`src/rtl/prach_pkg.sv`:
```
// rtl/prach_pkg.sv - shared constants and state type for the PRACH half-band stage
package prach_pkg;

    localparam int PrachNumChannel = 32;
    localparam int PrachDataWidth  = 16;

    typedef enum logic [1:0] {
        WAIT_SYNC = 2'd0,
        PH0       = 2'd1,
        PH1       = 2'd2
    } hb2_sched_state_e;

endpackage

```
`src/rtl/prach_sdpram.sv`:
```
// rtl/prach_sdpram.sv - simple dual-port RAM, per-half write enable, registered read
module prach_sdpram #(
    parameter int DEPTH      = 64,
    parameter int ADDR_WIDTH = 6,
    parameter int HALF_WIDTH = 16
) (
    input  logic                      clk,
    input  logic                      rst_n,
    input  logic [1:0]                we,
    input  logic [ADDR_WIDTH-1:0]     waddr,
    input  logic [2*HALF_WIDTH-1:0]   wdata,
    input  logic                      re,
    input  logic [ADDR_WIDTH-1:0]     raddr,
    output logic [2*HALF_WIDTH-1:0]   rdata
);

    logic [2*HALF_WIDTH-1:0] mem [DEPTH];

    always_ff @(posedge clk) begin
        if (we[0]) begin
            mem[waddr][HALF_WIDTH-1:0] <= wdata[HALF_WIDTH-1:0];
        end
        if (we[1]) begin
            mem[waddr][2*HALF_WIDTH-1:HALF_WIDTH] <= wdata[2*HALF_WIDTH-1:HALF_WIDTH];
        end
    end

    // Read register doubles as the output register, so it returns zero when idle.
    always_ff @(posedge clk or negedge rst_n) begin
        if (!rst_n) begin
            rdata <= '0;
        end else if (re) begin
            rdata <= mem[raddr];
        end else begin
            rdata <= '0;
        end
    end

endmodule

```
`src/rtl/prach_hb2_sched.sv`:
```
// rtl/prach_hb2_sched.sv - splits TDM channel pairs into two polyphase lanes, emits bursts
module prach_hb2_sched
    import prach_pkg::*;
#(
    parameter int NUM_CHANNEL = PrachNumChannel,
    parameter int DATA_WIDTH  = PrachDataWidth
) (
    input  logic                  clk,
    input  logic                  rst_n,
    input  logic [DATA_WIDTH-1:0] din_dq,
    input  logic                  din_dv,
    input  logic [7:0]            din_chn,
    input  logic                  sync_in,
    output logic [DATA_WIDTH-1:0] dout_dp1,
    output logic [DATA_WIDTH-1:0] dout_dp2,
    output logic                  dout_dv,
    output logic [7:0]            dout_chn,
    output logic                  sync_out,
    output logic                  err_chn,
    output logic                  err_sticky
);

    localparam int CW = $clog2(NUM_CHANNEL);
    localparam logic [CW-1:0] LAST = CW'(NUM_CHANNEL - 1);

    hb2_sched_state_e state, state_nx;
    logic [CW-1:0]    exp_chn, exp_nx;
    logic             wb, wb_nx;
    logic             sync_pend, pend_nx;
    logic             sticky_nx;
    logic             err;
    logic             launch;
    logic [1:0]       ram_we;
    logic [CW-1:0]    ram_wchn;

    logic             valid_sync;
    logic             chn_ok;

    logic             rd_busy;
    logic [CW-1:0]    rd_cnt;
    logic             rd_bank;
    logic             rd_sync;
    logic [2*DATA_WIDTH-1:0] ram_rdata;

    assign valid_sync = sync_in & din_dv & (din_chn == 8'd0);
    assign chn_ok     = (din_chn == 8'(exp_chn));

    always_comb begin
        state_nx  = state;
        exp_nx    = exp_chn;
        wb_nx     = wb;
        pend_nx   = sync_pend;
        sticky_nx = err_sticky;
        err       = 1'b0;
        launch    = 1'b0;
        ram_we    = 2'b00;
        ram_wchn  = exp_chn;
        if (valid_sync) begin
            state_nx  = PH0;
            exp_nx    = CW'(1);
            ram_we    = 2'b01;
            ram_wchn  = '0;
            sticky_nx = 1'b0;
            pend_nx   = 1'b1;
        end else if (sync_in) begin
            err      = 1'b1;
            state_nx = WAIT_SYNC;
        end else if (din_dv) begin
            case (state)
                PH0: begin
                    if (chn_ok) begin
                        ram_we = 2'b01;
                        exp_nx = exp_chn + 1'b1;
                        if (exp_chn == LAST) begin
                            state_nx = PH1;
                        end
                    end else begin
                        err      = 1'b1;
                        state_nx = WAIT_SYNC;
                    end
                end
                PH1: begin
                    if (chn_ok) begin
                        ram_we = 2'b10;
                        exp_nx = exp_chn + 1'b1;
                        if (exp_chn == LAST) begin
                            state_nx = PH0;
                            wb_nx    = ~wb;
                            launch   = 1'b1;
                            pend_nx  = 1'b0;
                        end
                    end else begin
                        err      = 1'b1;
                        state_nx = WAIT_SYNC;
                    end
                end
                default: ;
            endcase
        end
        if (err) begin
            sticky_nx = 1'b1;
        end
    end

    always_ff @(posedge clk or negedge rst_n) begin
        if (!rst_n) begin
            state      <= WAIT_SYNC;
            exp_chn    <= '0;
            wb         <= 1'b0;
            sync_pend  <= 1'b0;
            err_chn    <= 1'b0;
            err_sticky <= 1'b0;
        end else begin
            state      <= state_nx;
            exp_chn    <= exp_nx;
            wb         <= wb_nx;
            sync_pend  <= pend_nx;
            err_chn    <= err;
            err_sticky <= sticky_nx;
        end
    end

    // Readout runs to completion regardless of what the input FSM does next.
    always_ff @(posedge clk or negedge rst_n) begin
        if (!rst_n) begin
            rd_busy <= 1'b0;
            rd_cnt  <= '0;
            rd_bank <= 1'b0;
            rd_sync <= 1'b0;
        end else if (launch) begin
            rd_busy <= 1'b1;
            rd_cnt  <= '0;
            rd_bank <= wb;
            rd_sync <= sync_pend;
        end else if (rd_busy) begin
            rd_cnt <= rd_cnt + 1'b1;
            if (rd_cnt == LAST) begin
                rd_busy <= 1'b0;
            end
        end
    end

    always_ff @(posedge clk or negedge rst_n) begin
        if (!rst_n) begin
            dout_dv  <= 1'b0;
            dout_chn <= 8'd0;
            sync_out <= 1'b0;
        end else begin
            dout_dv  <= rd_busy;
            dout_chn <= rd_busy ? 8'(rd_cnt) : 8'd0;
            sync_out <= rd_busy & rd_sync & (rd_cnt == '0);
        end
    end

    prach_sdpram #(
        .DEPTH      (2 * NUM_CHANNEL),
        .ADDR_WIDTH (CW + 1),
        .HALF_WIDTH (DATA_WIDTH)
    ) u_ram (
        .clk   (clk),
        .rst_n (rst_n),
        .we    (ram_we),
        .waddr ({wb, ram_wchn}),
        .wdata ({din_dq, din_dq}),
        .re    (rd_busy),
        .raddr ({rd_bank, rd_cnt}),
        .rdata (ram_rdata)
    );

    assign dout_dp1 = ram_rdata[DATA_WIDTH-1:0];
    assign dout_dp2 = ram_rdata[2*DATA_WIDTH-1:DATA_WIDTH];

endmodule
```
`config.mk`:
```
export PLATFORM = sky130hd
export DESIGN_NAME = prach_hb2_sched
export DESIGN_NICKNAME = d
export VERILOG_FILES = /design/src/rtl/prach_pkg.sv /design/src/rtl/prach_sdpram.sv /design/src/rtl/prach_hb2_sched.sv
export SDC_FILE = /design/constraint.sdc
export NUM_CORES = 2
export LEC_CHECK = 0
export CELL_PAD_IN_SITES_DETAIL_PLACEMENT = 1
export CELL_PAD_IN_SITES_GLOBAL_PLACEMENT = 2
export CORE_UTILIZATION = 52
export CTS_CLUSTER_DIAMETER = 200
export CTS_CLUSTER_SIZE = 10
export DETAILED_ROUTE_END_ITERATION = 6
export GPL_TIMING_DRIVEN = 0
export PLACE_DENSITY_LB_ADDON = 0.1
export RECOVER_POWER = 25
export SYNTH_ARGS = -nofsm -noshare
export SYNTH_HDL_FRONTEND = slang
export SYNTH_SLANG_ARGS = --single-unit
```
`constraint.sdc`:
```
create_clock -name clk -period 7.1 [get_ports clk]
set_input_delay 0.71 -clock clk [delete_from_list [all_inputs] [get_ports clk]]
set_output_delay 0.71 -clock clk [all_outputs]
set_load 0.1 [all_outputs]
```
* Yosys cells after proc, flatten, opt, wreduce, memory -nomap -nowiden
Memory sizes are Yosys's and may differ from the RTL's. Index checks and enable logic that the tools add are counted. W data, S select, Z words.
Word-level totals: memories 1, output and inout port bits 44, logic and storage cells 98, input bits 28, bits in writable memories 2048, register bits after elaboration 58
Cells by class: bitwise operators 7, equal/unequal tests 8, reduce and logical (&&, ||, !) cells 16, $add $sub $neg 2, multiplexer cells 50
Memory list:
- u_ram.mem | words 64, width 32, rd ports 1, clocked after Yosys merged registers in 0, write ports 1, line prach_sdpram.sv:17 | logic [2*HALF_WIDTH-1:0] mem [DEPTH];
Operators by type and width (count):
- $mux W5 | 9
- $mux W32 | 1
- $mux W1 | 27
- $mux W2 | 11
- $reduce_bool A2 Y1 | 7
- $add A5 B1 Y5 const B | 2
- $eq A5 B5 Y1 const B | 2
- $ne A5 B5 Y1 const B | 2
- $eq A8 B5 Y1 | 1
- $logic_not A8 Y1 | 1
- $pmux W2 S2 | 2
- $reduce_and A4 Y1 | 2
- $reduce_and A6 Y1 | 1
- $logic_not A5 Y1 | 1
- $reduce_and A5 Y1 | 1
- $and A1 B1 Y1 | 4
- $reduce_bool A4 Y1 | 1
- $not A1 Y1 | 3
- $reduce_bool A3 Y1 | 1
- $eq A2 B1 Y1 const B | 1
- $eq A2 B2 Y1 const B | 1
- $ne A2 B1 Y1 const B | 1
- $reduce_or A2 Y1 | 1

* Logic depth before layout (Yosys ltp)
word-level depth 8, mapped depth 11, depth with buffers taken out 7

* Hierarchy
A second synthesis with hierarchy kept.
Second synthesis, totals: cell total of the unflattened synthesis 3524, area, all modules 80967.7 um^2
By module, submodules not included:
- prach_sdpram | area each 79581.3 um^2, times used 1, cells an instance 3400, sequential area each 62299.8 um^2
- prach_hb2_sched | area each 1386.3 um^2, times used 1, cells an instance 124, sequential area each 650.6 um^2

* Worst setup path before layout
Ideal clock, no wire load.
path kind input-to-reg, start point input port din_chn[5], end point memory u_ram.mem[18][0] (netlist bit), enable pin, arrival 2.970 ns, path buffers 2, slack 3.721 ns, required time 6.691 ns, setup time 0.409 ns, stages 6, cells stage by stage nor3_1 > and4_1 > buf_2 > nand4_1 > clkbuf_1 > nor3_1
Between the ends: cells in the longest elaborated chain, start to end 8, elaborated cells on any way between the ends 11, those cells by class eq/ne: 1; mux: 8; bitwise: 1; reduce/logical: 1
Ends and longest elaborated chain:
- start, declared | line prach_hb2_sched.sv:12 | input logic [7:0] din_chn,
- $eq A8 B5 Y1 | line prach_hb2_sched.sv:46 | assign chn_ok = (din_chn == 8'(exp_chn));
- $mux W1 | line prach_hb2_sched.sv:71 | if (chn_ok) begin
- $pmux W2 S2 | line prach_hb2_sched.sv:69 | case (state)
- $mux W2 | line prach_hb2_sched.sv:68 | end else if (din_dv) begin
- $mux W2 | line prach_hb2_sched.sv:65 | end else if (sync_in) begin
- $mux W2 | line prach_hb2_sched.sv:58 | if (valid_sync) begin
- $mux W1 | line prach_sdpram.sv:20 | if (we[0]) begin
- $mux W1 (implied by the code) | line prach_sdpram.sv:21 | mem[waddr][HALF_WIDTH-1:0] <= wdata[HALF_WIDTH-1:0];
- end, declared | line prach_sdpram.sv:17
Parallel ways exist; a longest one is shown, timed or not.

* Final worst setup path
start point input port din_dq[12], end point memory u_ram.mem[15][28] (netlist bit), data pin
RTL lines:
- start, declared | line prach_hb2_sched.sv:10 | input logic [DATA_WIDTH-1:0] din_dq,
Straight into the memory's write port.

==> impl.org <==
** Cells and area
- After the last flow step, the layout net total stands at between 4k and 5k.
- Relative to the synthesized area, the layout overhead comes to 15.3%.
- Sequential cell area in the final layout :: ~0.063 sq mm
- In the final layout, the multi-input gates occupy about 0.017 sq mm.
- Of the cells placed in the final design, the portion with a size suffix greater than 1 is 0.249.
- Fill count :: roughly 13k

** GRT
- Summed over all layers, the global routing overflow is 0.
- The initial antenna violation count is 21.
- Entering global routing, the biggest net connects 91 pins.
- Gr usage total :: 0.352
- The first global-routing pass estimated between 300 and 400 mm of wire.
- Vias in the first global route :: between 40k and 50k

** Clock tree
- Clock input transition at the sequential cells of the worst setup and hold paths :: around 0.060 ns
- The longest clock path from root to sink contains 3 buffers.
- The clock net in this run drives a total of ~2.1k sinks.
- Total clock buffers created by CTS :: ~230
- Buffers added to address setup during post-CTS repair amount to 0.
- CTS root buf :: clkbuf_16
- TritonCTS built the clock tree.
- Post-cts repair resize count :: 0
- Total number of H-tree levels :: 4
- Clock latency on the worst-skew pair, taken at its later pin, is 0.86 ns.
- Number of hold buffers added after cts :: 1

** Timing
- Total negative setup slack :: 0 ns
- Slack of the critical path :: 1.19 ns
- The smallest clock period supported by the final layout is computed as between 5 and 6 ns.
- Number of failing hold endpoints at the final stage :: 0
- Slew Limit Fails :: between 1k and 1.5k
- Max Clock Skew :: 0.0350 ns
- Setup repair after global routing left no endpoint under its margin.
- Of the available clock period, the critical path in the final layout requires 0.832.
- Maximum clock rate :: between 150 and 200 MHz
- For the pin with the worst max-slew slack, the measured transition is 4.30 ns.
- Final setup fails :: 0
- Max transition margin :: -1.87

** Routing
- The routed layout has around 44k vias.
- Wirelength, routed :: approximately 270 mm
- In the final routed layout, each cell accounts on average for approximately 43 um.
- Number of routed nets with antenna violations :: 0
- Drc violations :: 0
- Via-to-Cell Ratio :: just under 7
- Iteration-0 DRC Markers :: 7095
- The first detailed-routing pass ran for 6 iterations.

** Setup path
- Most prevalent standard cell on the critical path :: clkbuf_1
- Walking the worst path, the cells encountered are clkbuf_1 > clkbuf_1.
- The worst setup path is launched from an input pin.
- Beginning of the critical path :: din_dq[12]
- The critical path runs through a total of 2 cells.
- CP endpoint kind :: flop
- Number of cells traversed by the worst register-to-register path :: 8
- Endpoint of the most critical register-to-register path :: u_ram.rdata[16]
- The critical path contains buffers and inverters numbering 2 combined.
- STA puts the critical path data arrival time at approximately 6.0 ns.
- Data required time of the worst path :: just over 7 ns
- The largest single stage delay on the critical path is 2.95 ns.
- Reg2Reg Setup Slack :: about 1.8 ns
- The critical path ends at u_ram.mem[15][28].
- The kind of cell with the highest combined delay along the critical path is buffers and inverters.
- Reg-to-reg startpoint :: rd_cnt[2]
- Worst setup path category :: in2reg
- The slowest stage of the critical path is the clkbuf_1 cell.
- In this run the worst path has a maximum fanout of 68.

** Die
- Cell row count :: between 100 and 150
- Die Outline Area :: about 0.16 sq mm
- Die Span X :: between 300 and 400 um
- Die height :: slightly below 400 um
- Area inside the core boundary :: ~0.15 sq mm
- Initial cell density of the core :: 0.523
- I/O pin count :: just over 70

** Synth
- Synth Flop Type :: edfxtp_1
- Yosys warning total :: 0
- After synthesis, the netlist uses a little over 60 different library cells.
- Sequential share of the synthesized area :: 0.781
- EDFF count, synth :: 2048
- The cell count after synthesis came out at between 3k and 4k.
- The average instance in the mapped netlist occupies 21.2 sq um.
- In the synthesized netlist the async set-or-reset flop fraction comes to 0.0275.
- Number of synthesized register bits :: ~2.1k
- The synthesized netlist occupies a cell area of a little over 0.08 sq mm.

** Placement
- The congestion estimate from routability-driven global placement came to 0.898.
- Buffers placed on the I/O ports in this run total 68.
- At the placement stage, the worst setup path has a slack of about 2 ns.
- HPWL after DPL :: approximately 180 mm

** Status
- The run finished, with violations left.
- Failing checks :: max-capacitance violations, max-slew violations

** Power and ir drop
- Max IR drop VDD :: about 210 uV
- Dividing total power by cell area gives a power density of 264 mW/mm^2.
- In this run the static leakage power is 28.3 nW.

** Flow run
- Across the run, the number of max-cap violations was 25.

** Min path
- The path class of the tightest hold or removal check is reg2reg.
[flip-flops by register name, indices dropped and copies added (netlist names)]
register,count
dout_dv,1
state,2
rd_bank,1
dout_chn,5
rd_cnt,5
rd_sync,1
u_ram.mem,2048
err_sticky,1
sync_pend,1
wb,1
err_chn,1
rd_busy,1
sync_out,1
exp_chn,5
u_ram.rdata,32
[Yosys cell counts (2+ instances only)]
master | instances | area (sq um)
mux2_2 | 42 | 473
clkbuf_1 | 103 | 387
dfrtp_1 | 58 | 1450
a21o_1 | 3 | 22.5
nor2b_1 | 5 | 31.3
a31o_2 | 2 | 17.5
nor2_1 | 119 | 447
and4_1 | 2 | 17.5
o21ai_1 | 2 | 10.0
o221a_2 | 2 | 22.5
a21oi_1 | 143 | 716
nor3b_1 | 3 | 22.5
edfxtp_1 | 2048 | 61500
nor4b_1 | 2 | 17.5
buf_4 | 41 | 308
nand2b_1 | 4 | 25.0
a22o_1 | 60 | 526
o221ai_1 | 91 | 797
nor3_1 | 32 | 160
or3b_2 | 2 | 17.5
o211ai_1 | 3 | 22.5
and2_1 | 6 | 37.5
ha_1 | 7 | 87.6
nand2_1 | 56 | 210
a31oi_1 | 6 | 37.5
a211oi_1 | 32 | 240
buf_6 | 16 | 180
or2_2 | 2 | 12.5
mux4_2 | 386 | 8690
xor2_1 | 4 | 35.0
a221oi_1 | 12 | 105
xnor2_1 | 6 | 52.6
buf_1 | 12 | 45.0
and3_1 | 7 | 43.8
nand4_1 | 10 | 62.6
nand3_1 | 36 | 180
o21ai_0 | 24 | 120
buf_2 | 70 | 350
o32ai_1 | 3 | 26.3
a22oi_1 | 93 | 698
mux2i_1 | 211 | 2110
inv_1 | 9 | 33.8
or3_1 | 8 | 50.1
nand3b_1 | 7 | 52.6
[metrics by stage]
stage	hold WS (ns)	util	cells	instance area [sq um]	power [mW]
after floorplan	0.352	-	3809	80600	13.9
after global placement	0.379	0.544	5921	83800	14.2
after detailed placement	0.374	0.564	6067	86800	14.2
after CTS	0.246	0.604	6387	93100	24.5
after global routing	0.422	0.603	6391	92900	24.9
final	0.398	0.603	6394	92900	24.5
[cell usage in the layout (no fill, tap or decap), types with 5 or more instances in the layout]
cell type / netlist / final
nor2_2: 0 / 83
nand2_1: 56 / 56
mux4_2: 386 / 386
a211oi_1: 32 / 32
and2_1: 6 / 6
buf_1: 12 / 12
buf_4: 41 / 43
o21ai_0: 24 / 24
a221oi_1: 12 / 12
buf_2: 70 / 70
ha_1: 7 / 7
nor2b_1: 5 / 5
a22o_1: 60 / 60
mux2_2: 42 / 42
nor3_2: 1 / 31
clkbuf_16: 0 / 232
xnor2_1: 6 / 6
clkbuf_1: 103 / 196
a21oi_1: 143 / 143
nor2_1: 119 / 21
buf_6: 16 / 52
nand4_1: 10 / 10
mux2i_1: 211 / 211
a31oi_1: 6 / 6
and3_1: 7 / 7
inv_1: 9 / 9
o221ai_1: 91 / 91
a22oi_1: 93 / 93
dfrtp_1: 58 / 58
buf_8: 0 / 71
clkdlybuf4s50_1: 0 / 51
nor2_4: 0 / 15
nand3b_1: 7 / 7
buf_16: 0 / 32
nand3_1: 36 / 36
edfxtp_1: 2048 / 2048
clkinv_8: 0 / 5
or3_1: 8 / 8
clkbuf_2: 0 / 7
diode_2: 0 / 5
[area by class of cell]
| class | count | area share |
|---|---|---|
| buffer | 242 | 0.0138 |
| multi-input combinational | 1451 | 0.181 |
| inverter | 10 | 0.000404 |
| tap | 2044 | 0.0275 |
| antenna | 5 | 0.000135 |
| clock inverter | 10 | 0.00170 |
| sequential | 2106 | 0.678 |
| timing repair buffer | 217 | 0.0322 |
| clock buffer | 309 | 0.0656 |
[kinds of logic (layout without fill, tap and decap cells)]
| family | Yosys count | count (layout) | synth area share |
|---|---|---|---|
| mux | 639 | 639 | 0.140 |
| xor+xnor | 10 | 10 | 0.00109 |
| flops | 2106 | 2106 | 0.781 |
| fa+ha+maj | 7 | 7 | 0.00109 |
| compound gates | 487 | 487 | 0.0430 |
| other cells | 1 | 8 | 0.0000465 |
| buf+inv | 252 | 788 | 0.0162 |
| simple gates | 305 | 305 | 0.0176 |
[layer usage]
metal  global-route usage  wire (um)  up-vias
met5                    0         45        -
met4                0.143      12700        6
met3               0.0778      31500      543
met2                0.528     125000     3203
met1                0.504     105000    23900
li1                     -          -    16800
[worst min-delay path by stage]
stage,from,to,slack [ns],cells after the start
2_1_floorplan,rd_busy,dout_dv,0.35,0
3_3_place_gp,rd_busy,dout_dv,0.38,0
3_5_place_dp,rd_busy,dout_dv,0.37,0
4_1_cts,rst_n,u_ram.rdata[11],0.25,2
5_1_grt,rd_busy,dout_dv,0.42,0
6_report,rd_busy,dout_dv,0.40,0
[report_power, final]
group          leakage, nW  total (mW)  internal, mW  switching, mW
logic                 6.09       0.297        0.0353          0.261
clock network         3.02        10.5          5.90           4.64
registers             19.2        13.7          13.7        0.00101
total                 28.3        24.5          19.6           4.90
No activity file was read; power rests on OpenSTA's default activity.
